**src/rtl/mc_controller_if.sv**
```systemverilog
// mc_controller_if: shared instruction/data memory port.
// The controller masters the request; memory answers with ready.
interface mc_controller_if;
  logic mem_req;
  logic mem_we;
  logic i_or_d;
  logic mem_ready;

  modport master (
    output mem_req,
    output mem_we,
    output i_or_d,
    input  mem_ready
  );

  modport slave (
    input  mem_req,
    input  mem_we,
    input  i_or_d,
    output mem_ready
  );
endinterface

```
**src/rtl/mc_controller.sv**
```systemverilog
// mc_controller: multi-cycle FETCH/DECODE/EXEC/MEM/WB sequencer.
// Define MC_CTRL_JUMP_EN to make JAL, JALR and LUI legal.
module mc_controller #(
  parameter int MEM_TIMEOUT = 15,
  parameter int CNT_W       = 32
) (
  input  logic             clk,
  input  logic             reset,
  input  logic [6:0]       opcode,
  input  logic             zero,
  mc_controller_if.master  mem,
  output logic             ir_write,
  output logic             pc_write,
  output logic [1:0]       pc_src,
  output logic             alu_src,
  output logic [1:0]       alu_op,
  output logic [1:0]       mem_to_reg,
  output logic             reg_write,
  output logic [2:0]       state,
  output logic             illegal,
  output logic             bus_err,
  output logic             retire,
  output logic [CNT_W-1:0] instret
);
  localparam int TW =
    (MEM_TIMEOUT < 1) ? 1 : $clog2(MEM_TIMEOUT + 1);

  localparam logic [6:0] OP_R   = 7'b0110011;
  localparam logic [6:0] OP_I   = 7'b0010011;
  localparam logic [6:0] OP_LW  = 7'b0000011;
  localparam logic [6:0] OP_SW  = 7'b0100011;
  localparam logic [6:0] OP_BEQ = 7'b1100011;
`ifdef MC_CTRL_JUMP_EN
  localparam logic [6:0] OP_JAL  = 7'b1101111;
  localparam logic [6:0] OP_JALR = 7'b1100111;
  localparam logic [6:0] OP_LUI  = 7'b0110111;
`endif

  typedef enum logic [2:0] {
    IDLE   = 3'd0,
    FETCH  = 3'd1,
    DECODE = 3'd2,
    EXEC   = 3'd3,
    MEM    = 3'd4,
    WB     = 3'd5,
    TRAP   = 3'd7
  } state_t;

  state_t         state_q;
  state_t         state_d;
  logic [6:0]     op_q;
  logic [TW-1:0]  tcnt;
  logic           tmo_hit;
  logic           set_ill;
  logic           set_be;

  function automatic logic is_legal(input logic [6:0] op);
    case (op)
      OP_R, OP_I, OP_LW, OP_SW, OP_BEQ: is_legal = 1'b1;
`ifdef MC_CTRL_JUMP_EN
      OP_JAL, OP_JALR, OP_LUI: is_legal = 1'b1;
`endif
      default: is_legal = 1'b0;
    endcase
  endfunction

  assign state   = state_q;
  assign tmo_hit = (MEM_TIMEOUT != 0) &&
                   (tcnt == TW'(MEM_TIMEOUT));

  always_comb begin
    state_d     = state_q;
    mem.mem_req = 1'b0;
    mem.mem_we  = 1'b0;
    mem.i_or_d  = 1'b0;
    ir_write    = 1'b0;
    pc_write    = 1'b0;
    pc_src      = 2'b00;
    alu_src     = 1'b0;
    alu_op      = 2'b00;
    mem_to_reg  = 2'b00;
    reg_write   = 1'b0;
    retire      = 1'b0;
    set_ill     = 1'b0;
    set_be      = 1'b0;
    unique case (state_q)
      IDLE: state_d = FETCH;
      FETCH: begin
        mem.mem_req = 1'b1;
        if (mem.mem_ready) begin
          ir_write = 1'b1;
          pc_write = 1'b1;
          state_d  = DECODE;
        end else if (tmo_hit) begin
          set_be  = 1'b1;
          state_d = TRAP;
        end
      end
      DECODE: begin
        if (is_legal(opcode)) begin
          state_d = EXEC;
        end else begin
          set_ill = 1'b1;
          state_d = TRAP;
        end
      end
      EXEC: begin
        case (op_q)
          OP_R: begin
            alu_op  = 2'b10;
            state_d = WB;
          end
          OP_I: begin
            alu_op  = 2'b11;
            alu_src = 1'b1;
            state_d = WB;
          end
          OP_LW, OP_SW: begin
            alu_src = 1'b1;
            state_d = MEM;
          end
          OP_BEQ: begin
            alu_op   = 2'b01;
            pc_write = zero;
            pc_src   = 2'b01;
            retire   = 1'b1;
            state_d  = FETCH;
          end
`ifdef MC_CTRL_JUMP_EN
          OP_JAL: begin
            reg_write  = 1'b1;
            mem_to_reg = 2'b10;
            pc_write   = 1'b1;
            pc_src     = 2'b10;
            retire     = 1'b1;
            state_d    = FETCH;
          end
          OP_JALR: begin
            alu_src    = 1'b1;
            reg_write  = 1'b1;
            mem_to_reg = 2'b10;
            pc_write   = 1'b1;
            pc_src     = 2'b11;
            retire     = 1'b1;
            state_d    = FETCH;
          end
          OP_LUI: begin
            reg_write  = 1'b1;
            mem_to_reg = 2'b11;
            retire     = 1'b1;
            state_d    = FETCH;
          end
`endif
          default: state_d = TRAP;
        endcase
      end
      MEM: begin
        mem.mem_req = 1'b1;
        mem.i_or_d  = 1'b1;
        mem.mem_we  = (op_q == OP_SW);
        if (mem.mem_ready) begin
          if (op_q == OP_LW) begin
            state_d = WB;
          end else begin
            retire  = 1'b1;
            state_d = FETCH;
          end
        end else if (tmo_hit) begin
          set_be  = 1'b1;
          state_d = TRAP;
        end
      end
      WB: begin
        reg_write = 1'b1;
        retire    = 1'b1;
        state_d   = FETCH;
        case (op_q)
          OP_LW: begin
            alu_src    = 1'b1;
            mem_to_reg = 2'b01;
          end
          OP_I: begin
            alu_src = 1'b1;
            alu_op  = 2'b11;
          end
          default: alu_op = 2'b10;
        endcase
      end
      TRAP: state_d = TRAP;
      default: state_d = IDLE;
    endcase
  end

  // Wait counter restarts whenever a new request phase begins.
  always_ff @(posedge clk or posedge reset) begin
    if (reset) begin
      state_q <= IDLE;
      op_q    <= 7'd0;
      instret <= '0;
      illegal <= 1'b0;
      bus_err <= 1'b0;
      tcnt    <= '0;
    end else begin
      state_q <= state_d;
      if (state_q == DECODE) op_q <= opcode;
      if (set_ill) illegal <= 1'b1;
      if (set_be) bus_err <= 1'b1;
      if (retire) instret <= instret + CNT_W'(1);
      if (state_d != state_q &&
          (state_d == FETCH || state_d == MEM))
        tcnt <= '0;
      else if (mem.mem_req && !mem.mem_ready)
        tcnt <= tcnt + TW'(1);
    end
  end
endmodule

```
**src/flat_wrapper.sv**
```systemverilog
// flat-port wrapper written by rule: the top's interface ports become plain ports
module mc_controller_flat 
#(
  parameter int MEM_TIMEOUT = 15,
  parameter int CNT_W       = 32
)
  (clk, reset, opcode, zero, ir_write, pc_write, pc_src, alu_src, alu_op, mem_to_reg, reg_write, state, illegal, bus_err, retire, instret, mem_mem_req, mem_mem_we, mem_i_or_d, mem_mem_ready);
  mc_controller_if mem_i ();
  input  logic clk;
  input  logic reset;
  input  logic [6:0] opcode;
  input  logic zero;
  output logic ir_write;
  output logic pc_write;
  output logic [1:0] pc_src;
  output logic alu_src;
  output logic [1:0] alu_op;
  output logic [1:0] mem_to_reg;
  output logic reg_write;
  output logic [2:0] state;
  output logic illegal;
  output logic bus_err;
  output logic retire;
  output logic [CNT_W-1:0] instret;
  output wire logic [$bits(mem_i.mem_req)-1:0] mem_mem_req;
  output wire logic [$bits(mem_i.mem_we)-1:0] mem_mem_we;
  output wire logic [$bits(mem_i.i_or_d)-1:0] mem_i_or_d;
  input wire logic [$bits(mem_i.mem_ready)-1:0] mem_mem_ready;
  assign mem_mem_req = mem_i.mem_req;
  assign mem_mem_we = mem_i.mem_we;
  assign mem_i_or_d = mem_i.i_or_d;
  assign mem_i.mem_ready = mem_mem_ready;
  mc_controller #(.MEM_TIMEOUT(MEM_TIMEOUT), .CNT_W(CNT_W)) u_core (.clk(clk), .reset(reset), .opcode(opcode), .zero(zero), .mem(mem_i), .ir_write(ir_write), .pc_write(pc_write), .pc_src(pc_src), .alu_src(alu_src), .alu_op(alu_op), .mem_to_reg(mem_to_reg), .reg_write(reg_write), .state(state), .illegal(illegal), .bus_err(bus_err), .retire(retire), .instret(instret));
endmodule
```
**config.mk**
```make
export PLATFORM = sky130hd
export DESIGN_NAME = mc_controller_flat
export DESIGN_NICKNAME = d
export VERILOG_FILES = /design/src/rtl/mc_controller_if.sv /design/src/rtl/mc_controller.sv /design/src/flat_wrapper.sv
export SDC_FILE = /design/constraint.sdc
export NUM_CORES = 1
export LEC_CHECK = 0
export CORE_ASPECT_RATIO = 0.5
export CORE_UTILIZATION = 35
export DETAILED_ROUTE_END_ITERATION = 8
export GPL_ROUTABILITY_DRIVEN = 0
export PLACE_DENSITY = 0.57
export SYNTH_ARGS = -nofsm -noshare
export SYNTH_HDL_FRONTEND = slang
export SYNTH_SLANG_ARGS = --single-unit
```
**constraint.sdc**
```tcl
create_clock -name clk -period 2.8 [get_ports clk]
set_clock_uncertainty 0.1 [all_clocks]
set_input_delay 0.28 -clock clk [delete_from_list [all_inputs] [get_ports clk]]
set_output_delay 0.28 -clock clk [all_outputs]
set_load 0.02 [all_outputs]
```
# == Yosys cells after proc, flatten, opt, wreduce, memory -nomap -nowiden ==
# Cells that the tools add are included.
# W data, S select, Z words.
# op_classes
add_sub_neg,2
eq_ne,20
mux,38
reduce_logical,13
# op_table
operator,n
$add A32 B1 Y32 const B,1
$eq A7 B6 Y1 const B,4
$mux W1,21
$pmux W3 S6,1
$mux W3,5
$eq A7 B2 Y1 const B,2
$eq A7 B5 Y1 const B,2
$eq A7 B7 Y1 const B,2
$eq A3 B3 Y1 const B,4
$reduce_or A2 Y1,5
$pmux W3 S3,1
$mux W4,2
$pmux W2 S2,2
$eq A3 B1 Y1 const B,2
$eq A3 B2 Y1 const B,2
$pmux W2 S3,1
$reduce_or A5 Y1,1
$add A4 B1 Y4 const B,1
$eq A4 B4 Y1 const B,1
$mux W2,2
$pmux W1 S2,2
$logic_not A3 Y1,1
$ne A3 B3 Y1,1
$pmux W1 S3,1
5 further kinds,6
# word_totals
ff_bits,48
in_bits,11
output_inout_bits,51
wordCells,79

# == Logic depth before layout (Yosys ltp) ==
# Gate-level depths: netlist of the first run.
# logic_depth
ltp_word,10
depth_mapped,7
mapped_depth_nobuf,6

# == Least setup slack after synthesis of the first run ==
# Ideal clock, no wire load.
# synth_path
kind,reg2reg
start,reg u_core.state_q[2] (netlist: u_core.state[2])
end,reg u_core.instret[31]
setup_ns,0.129
arrival_time_ns,2.212
setup_slack_ns,0.359
path_stages_with_launch,7
cell_sequence,dfrtp_1 > buf_2 > nand2b_4 > nor4_4 > a22oi_2 > or4_4 > xnor2_2
# synth_between
elab_chain_cells,2
elab_cells_between_ends,4
classes_between,eq/ne (3); mux (1)
# synth_rtl
element,line_no,rtl
start: declaration,mc_controller.sv:49,state_t state_q;
start signal: assignment,mc_controller.sv:204,state_q <= state_d;
$eq A3 B3 Y1 / $eq A3 B2 Y1 (equally long branches),mc_controller.sv:86,unique case (state_q)
$pmux W1 S3 (*),mc_controller.sv:86,
end signal: assignment,mc_controller.sv:208,if (retire) instret <= instret + CNT_W'(1);
end: declaration,mc_controller.sv:23,output logic [CNT_W-1:0] instret
# Mark *: on every way between the ends. The rest lies on a longest branch, timed or not.
# A chain may end at the register's enable or synchronous reset.

# == Worst setup path in the final report of the first run ==
# layout_path
start,reg u_core.op_q[2]
end,out pc_src[0]
# layout_between
elab_chain_cells,3
# layout_rtl
element,line_no,rtl
start: declaration,mc_controller.sv:51,logic [6:0] op_q;
start signal: assignment,mc_controller.sv:205,if (state_q == DECODE) op_q <= opcode;
$eq A7 B7 Y1,mc_controller.sv:108,case (op_q)
$mux W1,mc_controller.sv:108,
$mux W2,mc_controller.sv:86,
end: declaration,flat_wrapper.sv:15,output logic [1:0] pc_src;
# No other way between the ends.

==> run_results.csv, run 1 <==
group,metric,value,unit
pwr,p_leak,1.56,nW
global_routing,grt_pass1_wl,9.93,mm
die,die_area,0.00761,mm^2
die,start_util,0.371,
synthesis,yosysTopAreaCell,"dfrtp_1",
cells_and_area,antenna_cells,0,
clocking,clockBufferDepth,2,
global_routing,grt_util_all_layers,0.164,
routing,route.detailed.drc,0,
critical_path,crit_path_cell_trace,"nand4bb_2, buf_4, nor4_4, buf_4, clkdlybuf4s50_1",
clocking,clock_sinks,48,
global_routing,use_met3,0.0340,
critical_path,r2r-end,"u_core.instret[24]",
critical_path,critPathKind,"reg -> out",
critical_path,critPathSlowestCell,"clkdlybuf4s50_1",
die,coreArea,0.00683,mm^2
synthesis,yosysTopAreaCellShare,0.473,
synthesis,synthCells,241,
clocking,cts_tree,"yes",
synthesis,async_flop_share,1.00,
cells_and_area,final_common_cell,"clkdlybuf4s50_1",
cells_and_area,drive_above_1_share,0.131,
clocking,root_buffer,"clkbuf_16",
clocking,insertion_delay,280,ps
routing,drt_iter0_drc,127,
global_routing,grt_pass1_vias,2012,
timing,finalMaxSlewViolations,0,
die,die_w,122,um
global_routing,grt_max_degree,49,
timing,tns,0,ps
critical_path,critPathTopFamily,"buffers and inverters",
flow_run,cap_viol_max_count,0,
routing,wirelength,5.72,mm
timing,maxSlewHeadroom,0.595,
critical_path,cp.required,2420,ps
routing,routedWlPerCell,14.4,um
critical_path,rrSetupSlack,400,ps
global_routing,busiest_layer,"met2",
cells_and_area,design_area,0.00344,mm^2
pwr,power_density,841,mW/mm^2
routing,num_vias,2017,
cells_and_area,syn2layout_area_growth,35.4,%
global_routing,antenna_found_initial,0,
synthesis,synth_edf_count,0,
timing,rsz0062_at_grt,"false",
critical_path,cp_data_arrival_time,2230,ps
synthesis,synth_ff_type,"dfrtp_1",
synthesis,seq_area_frac_synth,0.473,
critical_path,crit_top_cell,"buf_4",
routing,vias_per_cell,5.07,
cells_and_area,mostFrequentLayoutCells,"56 x clkdlybuf4s50_1, 48 x dfrtp_1, 26 x xor2_1",
die,fp.dieH,62.2,um
outcome,run_status,"finished, final reports clean",
timing,worstMarginPinSlew,608,ps
placement,hpwlAfterDp,4.10,mm
die,ios,62,
global_routing,overflow,0,
clocking,clk_pin_slew,60,ps
timing,period_minus_slack,2610,ps
clocking,cts_max_level,2,
critical_path,cpPeakStageDelay,620,ps
pwr,total_power,2.89,mW
routing,antenna_left,0,
timing,finalHoldViolCount,0,
critical_path,rr_worst_depth,8,
synthesis,yosysWarnings,0,
critical_path,critPathBufInv,3,
critical_path,worstReg2RegStart,"u_core.op_q[2]",
critical_path,worst-path-max-fanout,7,
critical_path,startpoint_type,"register",
synthesis,synth.area.top_cells,"dfrtp_1 47%, xor2_1 9.0%, mux2_2 3.1%",
cells_and_area,nets,318,
synthesis,synth_cell_types,57,
placement,dpl-instance-area,0.00324,mm^2
timing,setup_violations,0,
min_path,hold_class,"in -> async",
die,num_rows,21,
pwr,peakVddDrop,278,uV
placement,io_buffer_count,59,
timing,post-route-period-util,0.932,
global_routing,grt_use_met1,0.216,
synthesis,synth-seq-cells,48,
timing,fmax,383,MHz
critical_path,end_kind,"primary output",
global_routing,use_met2,0.270,
clocking,cts_made_buffers,5,
synthesis,syn-mean-instance-area,10.5,um^2
routing,drtPass1Iterations,4,
synthesis,syn_area,0.00254,mm^2
==> worst register-to-register path: cells and delay by family, from the launching register on <==
kind | cells | cell delay, ps
AO/OA/AOI/OAI | 1 | 40
XOR/XNOR | 1 | 210
buffers and inverters | 3 | 610
flip-flops | 1 | 370
AND/OR/NAND/NOR | 3 | 990
==> timing repair <==
item	4_1_cts	5_1_grt
setup endpoints to repair	0	5
buffers inserted	0	1
hold buffers	0	0
resized for setup	0	4
==> per-stage QoR <==
| step | worst slack [ps] | std cells | util | hold WS [ps] |
|---|---|---|---|---|
| 2_1_floorplan | 359 | 242 | - | 330 |
| 3_3_place_gp | 375 | 389 | 0.474 | 348 |
| 3_5_place_dp | 336 | 389 | 0.474 | 348 |
| 4_1_cts | 23.5 | 397 | 0.500 | 368 |
| 5_1_grt | 4.95 | 398 | 0.503 | 375 |
| 6_report | 190 | 398 | 0.503 | 358 |
==> worst max-delay path by stage <==
stage	startpoint	to	slack [ps]	depth (start not counted)
2_1_floorplan	u_core.state[2]	u_core.instret[31]	360	6
3_3_place_gp	u_core.op_q[2]	pc_write	380	5
3_5_place_dp	u_core.op_q[2]	pc_write	340	5
4_1_cts	u_core.op_q[2]	pc_write	20	5
5_1_grt	u_core.op_q[2]	mem_mem_we	5	4
6_report	u_core.op_q[2]	pc_src[0]	190	5
==> where the power goes <==
group / total, mW / internal [mW] / switching (mW)
sequential: 1.01 / 0.825 / 0.182
combinational: 1.18 / 0.539 / 0.637
clock: 0.705 / 0.447 / 0.258
==> cells by family after synthesis <==
kind of cell | synth area share
multiplexers | 0.0394
other | 0.00148
buffers and inverters | 0.0330
AO/OA/AOI/OAI | 0.0873
flip-flops | 0.473
AND/OR/NAND/NOR | 0.235
adder cells (fa/ha/maj) | 0.00986
XOR/XNOR | 0.120
==> metal layers <==
layer | share of wire | vias to the layer above
li1 | - | 979
met1 | 0.46 | 982
met2 | 0.49 | 51
met3 | 0.043 | 5
met4 | 0.0098 | 0
met5 | 0 | -
==> cells in the mapped netlist (all sizes together) (2+ instances only) <==
| library cell | instances |
|---|---|
| dfrtp | 48 |
| xor2 | 26 |
| nor2 | 20 |
| nand2 | 14 |
| nor3 | 14 |
| nand3 | 11 |
| mux2 | 8 |
| nand2b | 8 |
| xnor2 | 8 |
| buf | 7 |
| nor4 | 7 |
| inv | 6 |
| nand4 | 6 |
| nor4b | 6 |
| a21oi | 4 |
| clkbuf | 4 |
| a21o | 3 |
| and3 | 3 |
| nor3b | 3 |
| o21a | 3 |
| o21ai | 3 |
| or4 | 3 |
| a2111oi | 2 |
| a22oi | 2 |
| ha | 2 |
| or2 | 2 |
==> registers in the layout, summed over array words and instances (netlist names) <==
name,cells
u_core.tcnt,4
u_core.op_q,7
u_core.bus_err,1
u_core.illegal,1
u_core.instret,32
u_core.state,3
==> area by class of cell <==
class                   instances  area (um^2)
clock buffers                   6          139
flip-flops and latches         48         1200
well taps                      92          115
clock inverters                 2         38.8
repair buffers                 67          658
multi-input cells             177         1260
inverters                       6         22.5
fillers                       611         3400
No activity file was read; power rests on OpenSTA's default activity.
==> run 2, diff against run 1 <==
CELL_PAD_IN_SITES_DETAIL_PLACEMENT = 0   (was unset)
CELL_PAD_IN_SITES_GLOBAL_PLACEMENT = 1   (was unset)
PLACE_DENSITY = 0.85   (was 0.57)
SLEW_MARGIN = 10   (was unset)
==> run_results.csv, run 2 (same netlist as run 1, synthesis figures left out) <==
group,metric,value,unit
critical_path,startpoint_type,"register",
timing,finalMaxSlewViolations,0,
clocking,cts_resized,0,
critical_path,cp.required,2420,ps
die,num_rows,21,
die,die_w,122,um
critical_path,cp_data_arrival_time,2250,ps
critical_path,path_depth,6,
routing,route.detailed.drc,0,
flow_run,cap_viol_max_count,0,
clocking,clock_sinks,48,
critical_path,critPathTopFamily,"simple AND/OR/NAND/NOR gates",
critical_path,crit_path_cell_trace,"nand4bb_1, or2_2, o21ai_0, a21oi_1, nor2_1, clkdlybuf4s50_1",
timing,finalHoldViolCount,0,
cells_and_area,final_common_cell,"clkdlybuf4s50_1",
critical_path,worst-path-max-fanout,4,
global_routing,grt_util_all_layers,0.164,
clocking,cts_tree,"yes",
placement,io_buffer_count,59,
global_routing,grt_pass1_wl,9.89,mm
timing,tns,0,ps
cells_and_area,regMostFlops,"u_core.instret",
global_routing,grt_pass1_vias,1958,
cells_and_area,reg_top3,"u_core.instret x32, u_core.op_q x7, u_core.tcnt x4",
critical_path,critPathSlowestCell,"clkdlybuf4s50_1",
critical_path,cpPeakStageDelay,600,ps
critical_path,end_kind,"primary output",
global_routing,antenna_found_initial,0,
cells_and_area,nets,317,
cells_and_area,mostFrequentLayoutCells,"58 x clkdlybuf4s50_1, 48 x dfrtp_1, 26 x xor2_1",
cells_and_area,syn2layout_area_growth,33.8,%
critical_path,rr_worst_depth,6,
routing,num_vias,2016,
min_path,hold_class,"in -> async",
cells_and_area,drive_above_1_share,0.125,
clocking,clk_pin_slew,70,ps
critical_path,critPathBufInv,1,
timing,setup_violations,0,
clocking,insertion_delay,290,ps
pwr,p_leak,1.50,nW
placement,place_inst,389,
timing,post-route-period-util,0.940,
global_routing,overflow,0,
clocking,clockBufferDepth,2,
cells_and_area,largest_reg_flops,32,
die,start_util,0.371,
timing,worstMarginPinSlew,690,ps
die,fp.dieH,62.2,um
pwr,power_density,825,mW/mm^2
timing,fmax,380,MHz
clocking,ctsHoldBuffers,0,
clocking,post_cts_buffers,0,
outcome,run_status,"finished, final reports clean",
routing,drtPass1Iterations,4,
placement,hpwlAfterDp,4.30,mm
cells_and_area,fin_cells,397,
routing,antenna_left,0,
clocking,cts_max_level,2,
global_routing,grt_max_degree,33,
routing,wirelength,5.83,mm
timing,maxSlewHeadroom,0.539,
die,ios,62,
timing,period_minus_slack,2630,ps
cells_and_area,antenna_cells,0,
die,coreArea,0.00683,mm^2
clocking,cts_made_buffers,5,
die,die_area,0.00761,mm^2
critical_path,critPathKind,"reg -> out",
pwr,peakVddDrop,375,uV
routing,drt_iter0_drc,194,
timing,rsz0062_at_grt,"false",
routing,vias_per_cell,5.08,
routing,routedWlPerCell,14.7,um
clocking,root_buffer,"clkbuf_16",
cells_and_area,final_util,0.497,
-- run 2: cell count changes in the layout (fill, tap and decap cells not counted) --
cell | previous run | this run
clkdlybuf4s50_1 | 56 | 58
clkinvlp_4 | 0 | 2
dlymetal6s2s_1 | 3 | 1
buf_4 | 8 | 7
bufinv_16 | 1 | 0
clkinv_4 | 1 | 0
nand4bb_1 | 0 | 1
nand4bb_2 | 1 | 0
-- run 2: final cells by class --
| class | instances | area, um^2 |
|---|---|---|
| clock buffers | 6 | 139 |
| clock inverters | 2 | 15.0 |
| fillers | 620 | 3440 |
| inverters | 6 | 22.5 |
| multi-input cells | 177 | 1260 |
| flip-flops and latches | 48 | 1200 |
| well taps | 92 | 115 |
| repair buffers | 66 | 646 |
-- run 2: worst paths after layout --
check | start | to | slack [ps]
worst max-delay path | u_core.op_q[2] | alu_op[1] | 170
min in group clk | u_core.bus_err | u_core.bus_err | 370
worst min register to register | u_core.bus_err | u_core.bus_err | 370
max in group asynchronous | reset | u_core.instret[29] | 1670
worst min-delay path | reset | u_core.instret[10] | 320
worst max register to register | u_core.op_q[2] | u_core.tcnt[1] | 370
-- run 2: through the flow --
| stage | instance area [um^2] | hold WS (ps) | setup slack (ps) | total power, mW |
|---|---|---|---|---|
| after detailed placement | 3240 | 350 | 352 | 2.20 |
| final | 3390 | 316 | 168 | 2.80 |
| after CTS | 3390 | 337 | 91.4 | 2.82 |
| after global placement | 3240 | 344 | 424 | 2.17 |
| after global routing | 3390 | 381 | 34.9 | 2.96 |
| after floorplan | 2540 | 330 | 359 | 1.77 |
-- run 2: power by group --
group	switching [mW]	leakage, nW	internal, mW
logic	0.640	0.810	0.540
registers	0.176	0.622	0.825
clock network	0.263	0.0691	0.355
total	1.08	1.50	1.72
-- run 2: metal layers --
layer	track usage	routed length, um	vias to the layer above
met5	0	0	-
met2	0.271	2820	43
li1	-	-	971
met4	0.0351	14	0
met3	0.0358	226	2
met1	0.221	2760	1000
==> run 3, diff against run 2 <==
HOLD_SLACK_MARGIN = 0.08   (was unset)
TNS_END_PERCENT = 100   (was unset)
==> results of run 3 <==
Final layout, timing and power as in run 2 (identical DEF).
